==> config.mk <==
export PLATFORM = sky130hd
export DESIGN_NAME = inst_fetch_queue_flat
export DESIGN_NICKNAME = d
export VERILOG_FILES = /design/src/rtl/inst_fetch_queue_if.sv /design/src/rtl/inst_fetch_queue.sv /design/src/flat_wrapper.sv
export SDC_FILE = /design/constraint.sdc
export NUM_CORES = 1
export LEC_CHECK = 0
export ABC_AREA = 1
export BUFFER_PORTS_ARGS = -buffer_cell sky130_fd_sc_hd__clkbuf_2
export CAP_MARGIN = 20
export CORE_UTILIZATION = 48
export DETAILED_ROUTE_END_ITERATION = 6
export PLACE_DENSITY = 0.74
export SYNTH_ARGS = -nofsm -noshare
export SYNTH_HDL_FRONTEND = slang
export SYNTH_SLANG_ARGS = --single-unit
==> constraint.sdc <==
create_clock -name clk -period 5.5 [get_ports clk]
set_input_delay 0.55 -clock clk [delete_from_list [all_inputs] [get_ports clk]]
set_output_delay 0.55 -clock clk [all_outputs]
set_load 0.01 [all_outputs]
==> src/rtl/inst_fetch_queue_if.sv <==
// Fetch-queue bus bundle: PC stream, instruction memory port and decode port.
// The DUT takes the slave view; the environment driving it takes master.
interface inst_fetch_queue_if;
    logic [31:0] pc_i;
    logic        pc_ce_i;
    logic        pc_stall_o;
    logic        flush_i;
    logic        imem_req_o;
    logic [31:0] imem_addr_o;
    logic        imem_gnt_i;
    logic        imem_rvalid_i;
    logic [31:0] imem_rdata_i;
    logic        id_valid_o;
    logic [31:0] id_inst_o;
    logic [31:0] id_pc_o;
    logic        id_ready_i;

    modport slave (
        input  pc_i,
        input  pc_ce_i,
        output pc_stall_o,
        input  flush_i,
        output imem_req_o,
        output imem_addr_o,
        input  imem_gnt_i,
        input  imem_rvalid_i,
        input  imem_rdata_i,
        output id_valid_o,
        output id_inst_o,
        output id_pc_o,
        input  id_ready_i
    );

    modport master (
        output pc_i,
        output pc_ce_i,
        input  pc_stall_o,
        output flush_i,
        input  imem_req_o,
        input  imem_addr_o,
        output imem_gnt_i,
        output imem_rvalid_i,
        output imem_rdata_i,
        input  id_valid_o,
        input  id_inst_o,
        input  id_pc_o,
        output id_ready_i
    );
endinterface

==> src/rtl/inst_fetch_queue.sv <==
// Instruction fetch queue: issues in-order imem requests for accepted PCs
// and buffers PC-tagged instructions for decode (first-word-fall-through).
module inst_fetch_queue #(
    parameter int DEPTH = 4,
    parameter int PTR_W = 2
) (
    input logic               clk,
    input logic               reset_n,
    inst_fetch_queue_if.slave bus
);
    localparam int CW = PTR_W + 1;

    typedef logic [PTR_W-1:0] ptr_t;
    typedef logic [CW-1:0]    cnt_t;
    typedef logic [CW:0]      sum_t;

    localparam sum_t DEPTH_S = sum_t'(DEPTH);

    logic        req_q, req_d;
    logic [31:0] addr_q, addr_d;
    cnt_t        outst_q, outst_d;
    cnt_t        drop_q, drop_d;
    cnt_t        count_q, count_d;
    ptr_t        rd_q, rd_d;
    ptr_t        wr_q, wr_d;
    ptr_t        tw_q, tw_d;
    ptr_t        tr_q, tr_d;

    logic [31:0] pc_mem_q   [DEPTH];
    logic [31:0] inst_mem_q [DEPTH];
    logic [31:0] tag_q      [DEPTH];

    logic grant;
    logic resp;
    logic drop;
    logic push;
    logic pop;
    logic credit_full;
    logic stall;
    logic accept;
    sum_t used;

    // Credits cover buffered, in-flight and pending fetches, so a
    // response always has a free slot and the tag FIFO never overflows.
    assign used = sum_t'(count_q) + sum_t'(outst_q) + sum_t'(req_q);
    assign credit_full = (used >= DEPTH_S);

    assign grant  = req_q & bus.imem_gnt_i;
    assign resp   = bus.imem_rvalid_i & (outst_q != '0);
    assign drop   = resp & (drop_q != '0);
    assign push   = resp & ~drop & ~bus.flush_i;
    assign pop    = (count_q != '0) & bus.id_ready_i & ~bus.flush_i;
    assign stall  = bus.flush_i | (req_q & ~bus.imem_gnt_i) | credit_full;
    assign accept = bus.pc_ce_i & ~stall;

    always_comb begin
        req_d   = req_q;
        addr_d  = addr_q;
        drop_d  = drop_q;
        count_d = count_q;
        rd_d    = rd_q;
        wr_d    = wr_q;
        outst_d = outst_q + cnt_t'(grant) - cnt_t'(resp);
        tw_d    = tw_q + ptr_t'(grant);
        tr_d    = tr_q + ptr_t'(resp);

        if (accept) begin
            req_d  = 1'b1;
            addr_d = bus.pc_i;
        end else if (grant) begin
            req_d = 1'b0;
        end

        // Everything still in flight after this cycle is discarded on return;
        // the tag FIFO drains in step with those drops.
        if (bus.flush_i) begin
            req_d   = 1'b0;
            count_d = '0;
            rd_d    = '0;
            wr_d    = '0;
            drop_d  = outst_d;
        end else begin
            drop_d  = drop_q - cnt_t'(drop);
            wr_d    = wr_q + ptr_t'(push);
            rd_d    = rd_q + ptr_t'(pop);
            count_d = count_q + cnt_t'(push) - cnt_t'(pop);
        end
    end

    always_ff @(posedge clk) begin
        if (!reset_n) begin
            req_q   <= 1'b0;
            addr_q  <= '0;
            outst_q <= '0;
            drop_q  <= '0;
            count_q <= '0;
            rd_q    <= '0;
            wr_q    <= '0;
            tw_q    <= '0;
            tr_q    <= '0;
        end else begin
            req_q   <= req_d;
            addr_q  <= addr_d;
            outst_q <= outst_d;
            drop_q  <= drop_d;
            count_q <= count_d;
            rd_q    <= rd_d;
            wr_q    <= wr_d;
            tw_q    <= tw_d;
            tr_q    <= tr_d;
        end
    end

    always_ff @(posedge clk) begin
        if (!reset_n) begin
            for (int i = 0; i < DEPTH; i++) begin
                pc_mem_q[i]   <= '0;
                inst_mem_q[i] <= '0;
                tag_q[i]      <= '0;
            end
        end else begin
            if (grant) begin
                tag_q[tw_q] <= addr_q;
            end
            if (push) begin
                pc_mem_q[wr_q]   <= tag_q[tr_q];
                inst_mem_q[wr_q] <= bus.imem_rdata_i;
            end
        end
    end

    assign bus.imem_req_o  = req_q;
    assign bus.imem_addr_o = addr_q;
    assign bus.pc_stall_o  = stall;
    assign bus.id_valid_o  = (count_q != '0);
    assign bus.id_inst_o   = inst_mem_q[rd_q];
    assign bus.id_pc_o     = pc_mem_q[rd_q];

endmodule
==> src/flat_wrapper.sv <==
// flat-port wrapper written by rule: the top's interface ports become plain ports
module inst_fetch_queue_flat 
#(
    parameter int DEPTH = 4,
    parameter int PTR_W = 2
)
  (clk, reset_n, bus_pc_i, bus_pc_ce_i, bus_pc_stall_o, bus_flush_i, bus_imem_req_o, bus_imem_addr_o, bus_imem_gnt_i, bus_imem_rvalid_i, bus_imem_rdata_i, bus_id_valid_o, bus_id_inst_o, bus_id_pc_o, bus_id_ready_i);
  inst_fetch_queue_if bus_i ();
  input logic clk;
  input logic reset_n;
  input wire logic [$bits(bus_i.pc_i)-1:0] bus_pc_i;
  input wire logic [$bits(bus_i.pc_ce_i)-1:0] bus_pc_ce_i;
  output wire logic [$bits(bus_i.pc_stall_o)-1:0] bus_pc_stall_o;
  input wire logic [$bits(bus_i.flush_i)-1:0] bus_flush_i;
  output wire logic [$bits(bus_i.imem_req_o)-1:0] bus_imem_req_o;
  output wire logic [$bits(bus_i.imem_addr_o)-1:0] bus_imem_addr_o;
  input wire logic [$bits(bus_i.imem_gnt_i)-1:0] bus_imem_gnt_i;
  input wire logic [$bits(bus_i.imem_rvalid_i)-1:0] bus_imem_rvalid_i;
  input wire logic [$bits(bus_i.imem_rdata_i)-1:0] bus_imem_rdata_i;
  output wire logic [$bits(bus_i.id_valid_o)-1:0] bus_id_valid_o;
  output wire logic [$bits(bus_i.id_inst_o)-1:0] bus_id_inst_o;
  output wire logic [$bits(bus_i.id_pc_o)-1:0] bus_id_pc_o;
  input wire logic [$bits(bus_i.id_ready_i)-1:0] bus_id_ready_i;
  assign bus_i.pc_i = bus_pc_i;
  assign bus_i.pc_ce_i = bus_pc_ce_i;
  assign bus_pc_stall_o = bus_i.pc_stall_o;
  assign bus_i.flush_i = bus_flush_i;
  assign bus_imem_req_o = bus_i.imem_req_o;
  assign bus_imem_addr_o = bus_i.imem_addr_o;
  assign bus_i.imem_gnt_i = bus_imem_gnt_i;
  assign bus_i.imem_rvalid_i = bus_imem_rvalid_i;
  assign bus_i.imem_rdata_i = bus_imem_rdata_i;
  assign bus_id_valid_o = bus_i.id_valid_o;
  assign bus_id_inst_o = bus_i.id_inst_o;
  assign bus_id_pc_o = bus_i.id_pc_o;
  assign bus_i.id_ready_i = bus_id_ready_i;
  inst_fetch_queue #(.DEPTH(DEPTH), .PTR_W(PTR_W)) u_core (.clk(clk), .reset_n(reset_n), .bus(bus_i));
endmodule
# Word level (Yosys, flattened, before mapping)
# Memories as Yosys holds them, arrays and structs flattened. A register that Yosys moved wholly into a read port is not among the register bits.
# Index checks and enable logic that the tools add are counted.
# totals
out_inout_bits	99
ff_bits	50
n_memories	3
inputBits	71
ramBits	384
wordCells	70
# classes
mux	22
bitwise	16
add_sub_neg	11
n_reduce_logical	8
magnitude_cmp	1
# mem_list
memory	words	width	rd	rd_clocked_by_memory_dff	write_ports	line	source
u_core.inst_mem_q	4	32	1	1	4	inst_fetch_queue.sv:30	logic [31:0] inst_mem_q [DEPTH];
u_core.pc_mem_q	4	32	1	1	4	inst_fetch_queue.sv:29	logic [31:0] pc_mem_q [DEPTH];
u_core.tag_q	4	32	1	1	4	inst_fetch_queue.sv:31	logic [31:0] tag_q [DEPTH];
# op_table
cell	n
$mux 32	3
$reduce_or 32->1	3
$mux 1	12
$mux 2	6
$and 1x1->1	9
$reduce_bool 3->1	3
$sub 3x1->3	3
$add 2x1->2	4
$add 3x1->3	2
$not 1->1	5
$add 3x3->4	1
$add 4x1->4	1
$ge 4x3->1 const B	1
$mux 3	1
$or 1x1->1	2
$reduce_bool 2->1	1
$reduce_or 2->1	1

# Depth between registers and ports, before layout
# depth
ltp_word	11
depth_mapped	14
ltp_nobuf	14

# Least setup slack after synthesis
# No wires, ideal clock.
# synth_path
path_kind	input to register
start	in bus_imem_gnt_i
end	mem u_core.tag_q[3][0], enable pin
t_arrival_ps	3071
slack_ps	1960
required_time_ps	5030
stages	2
setup_time_ps	470
n_path_buf	0
path_cell_list	nand2_1 > o31ai_1
# synth_rtl
element	line	source
start, declared	flat_wrapper.sv:17	input wire logic [$bits(bus_i.imem_gnt_i)-1:0] bus_imem_gnt_i;
end, declared	inst_fetch_queue.sv:31	

==> metrics.md <==
| Metric | Value |
|---|---|
| Tcrit/Tclk final | 71.8% |
| DR top layer | met4 |
| Max Root-Sink Buffers | 3 |
| Hpwl dp | 25700 um |
| Initial DRT Pass Iterations | 6 |
| Hold_sp | bus_pc_i[9] |
| Clock transition at the registers of the reported paths | 0.06 ns |
| Max-cap viol count | 0 |
| Worst R2R Setup Slack | 2.42 ns |
| Avg Inst Size Synth | 10.2 um2 |
| Wire length of the first global-routing pass | 67700 um |
| Share of post-route cells with drive strength above 1 | 13.9% |
| Die area | 0.0400 mm2 |
| Post-CTS Setup Repair Bufs | 0 |
| LEAKAGE | 8.70 nW |
| Setup TNS | 0 ns |
| Reg2reg end | u_core.pc_mem_q[0][21] |
| Crit path kind | reg -> out |
| Max-slew violations | 0 |
| Worst Path Max Fanout | 67 |
| Post-Route WL | 44200 um |
| Via-to-Cell Ratio | 5.37 |
| Min Tclk post-route | 3.95 ns |
| Final hold vios | 0 |
| Post_cts resized | 0 |
| Die width | 200 um |
| Slowest cell on crit path | clkinv_2 |
| Routability Congestion | 0.762 |
| Routed WL per cell | 17.6 um |
| Data arrival, critical path | 3.40 ns |
| Drt drc | 0 |
| Max Fclk | 253 MHz |
| Design area | 0.0214 mm2 |
| Hold crit path type | in -> reg |
| Unrepaired setup endpoints after global routing | false |
| Cell variety after synth | 27 |
| Max VDD drop | 204 uV |
| Seq/Total Area, Yosys | 66.6% |
| Pwr Total | 7.96 mW |
| Number of H-tree levels | 2 |
| R2R Path Start | u_core.outst_q[1] |
| CTS tree | yes |
| Clock root cell | clkbuf_16 |
| Largest net degree at the start of global routing | 80 |
| Slew @ Worst Pin | 1.01 ns |
| Slew Limit Headroom | 32.1% |
| GRT Total Usage | 22.0% |
| Die Y | 200 um |
| Non-filler instance count after layout | 2509 |
| DR WL met2 | 21200 um |
| Yosys warns | 0 |
| Core ar. | 0.0386 mm2 |
| Worst reg-to-reg path cell count | 7 |
| Max incr delay on CP | 0.82 ns |
| Hold Path Depth | 5 |
| Routed Antenna Nets | 0 |
| Ports | 170 |
| PwrDens | 372 mW/mm2 |
| Critical path capture point type | primary output |
| Dpl cells | 2426 |
| Met1 Routed Length | 18800 um |
| Min-Delay Endpoint | u_core.bus.imem_addr_o[9] |
| Hold_ws | 0.329 ns |
| Hold buffers post-CTS | 0 |
| Met3 WL | 3540 um |
| Critical Path RT | 4.95 ns |
| IO Port Bufs | 169 |
| Initial antenna violation count | 0 |
| Row cnt | 72 |
| Antenna cells | 0 |
| Skew-Pair Late Insertion Delay | 0.55 ns |
| Clock Skew | 0.0202 ns |
| CP Launch Type | flip-flop |
| Placed Area | 0.0200 mm2 |
| Final setup fails | 0 |
| Cts bufs inserted | 44 |
| Nets | 2039 |
| DRT iter0 DRCs | 1188 |
| GRT overflow | 0 |
| Vias in the first global route | 12.7k |
| Clk sink count | 434 |
| Cells after synthesis | 1843 |
| Area growth syn-to-layout | 13.9% |
| Syn Nets | 1926 |
| Starting density of the core | 48.7% |
| CP Cell Sequence | clkinv_2 > buf_4 > o21ai_0 > o22ai_1 > clkbuf_2 |
| Status | finished, final reports clean |
| Cell Area, Synth | 0.0188 mm2 |
| Vias post-DR | 13.5k |
| Synth Register Bits | 434 |
-- synthesized netlist by cell type --
| library cell | instances | area share (%) |
|---|---|---|
| nor2_1 | 544 | 11 |
| o31ai_1 | 1 | 0.040 |
| nand2_2 | 1 | 0.033 |
| edfxtp_1 | 384 | 61 |
| fa_1 | 2 | 0.21 |
| nand3_1 | 35 | 0.93 |
| xnor2_1 | 2 | 0.093 |
| xor2_1 | 2 | 0.093 |
| dfxtp_1 | 50 | 5.3 |
| inv_1 | 169 | 3.4 |
| nand4_1 | 37 | 1.2 |
| o22a_1 | 18 | 0.84 |
| nand4_2 | 2 | 0.13 |
| clkinv_1 | 1 | 0.020 |
| o21ai_0 | 171 | 4.6 |
| a22oi_1 | 1 | 0.040 |
| nand2_1 | 159 | 3.2 |
| nor2_2 | 2 | 0.067 |
| clkbuf_1 | 73 | 1.5 |
| buf_6 | 11 | 0.66 |
| buf_4 | 2 | 0.080 |
| buf_2 | 33 | 0.88 |
| o22ai_1 | 64 | 2.1 |
| ha_1 | 10 | 0.67 |
| a21oi_1 | 9 | 0.24 |
| buf_1 | 7 | 0.14 |
| nor3_1 | 53 | 1.4 |
-- metal layers --
metal,vias up,GRT usage (%)
li1,6440,-
met1,6431,30.2
met2,544,36.6
met3,59,3.66
met4,0,5.00
met5,-,0
-- how the worst max path moves through the flow --
stage                        start            endpoint  depth (start not counted)
global placement    u_core.rd_q[0]      bus_id_pc_o[8]                          5
detailed placement  u_core.rd_q[0]      bus_id_pc_o[8]                          5
CTS                 u_core.rd_q[0]      bus_id_pc_o[8]                          5
floorplan           bus_imem_gnt_i  u_core.tag_q[3][0]                          2
global route        u_core.rd_q[0]     bus_id_pc_o[31]                          5
finish              u_core.rd_q[0]     bus_id_pc_o[31]                          5
-- sequential cells by signal, indices dropped and copies added, names as in the netlist --
name / cells
u_core.tag_q: 128
u_core.tw_q: 2
u_core.wr_q: 2
u_core.bus.imem_req_o: 1
u_core.count_q: 3
u_core.rd_q: 2
u_core.tr_q: 2
u_core.pc_mem_q: 128
u_core.outst_q: 3
u_core.inst_mem_q: 128
u_core.drop_q: 3
u_core.bus.imem_addr_o: 32
-- worst max-delay path: cells and delay by family, from the launching register on --
family / cells / cell delay (ns)
AOI/OAI and AO/OA: 2 / 0.43
DFF: 1 / 0.77
buffers and inverters: 3 / 1.59
-- power breakdown --
part	internal, mW	switching, mW	leakage (nW)	total [mW]
combinational	0.325	0.841	3.63	1.17
sequential	3.79	0.0735	4.38	3.86
clock	1.70	1.23	0.690	2.93
total	5.81	2.15	8.70	7.96
-- cell usage in the layout, fill, tap and decap left out, drive strengths merged --
cell / Yosys / routed
fa: 2 / 2
clkbuf: 73 / 225
o22a: 18 / 18
buf: 53 / 24
o21ai: 171 / 171
o22ai: 64 / 64
a22oi: 1 / 1
o31ai: 1 / 1
nor2: 546 / 546
nand2: 160 / 160
clkinv: 1 / 20
nand3: 35 / 35
dfxtp: 50 / 50
xnor2: 2 / 2
inv: 169 / 169
nor3: 53 / 53
clkinvlp: 0 / 3
bufinv: 0 / 3
ha: 10 / 10
xor2: 2 / 2
nand4: 39 / 39
edfxtp: 384 / 384
a21oi: 9 / 9
-- through the flow --
stage | worst slack, ns | util (%)
6_report | 1.55 | 55.4
5_1_grt | 1.29 | 55.4
4_1_cts | 1.55 | 55.3
3_5_place_dp | 2.13 | 51.6
3_3_place_gp | 2.21 | 51.6
2_1_floorplan | 1.96 | -
-- cell type report --
class                   count  area (um2)
fillers                  3255       17200
flip-flops and latches    434       12500
multi-input cells        1113        5110
clock buffers              56        1210
repair buffers            193        1070
well taps                 518         648
inverters                 170         639
clock inverters            25         205
-- logic make-up (layout without fill, tap and decap cells) --
kind of cell / Yosys count / after routing / share of synthesized area [%]
compound gates: 264 / 264 / 7.84
buf+inv: 296 / 444 / 6.61
fa+ha+maj: 12 / 12 / 0.878
simple gates: 833 / 833 / 17.8
xor+xnor: 4 / 4 / 0.186
flops: 434 / 434 / 66.6
No activity file was read; power rests on OpenSTA's default activity.
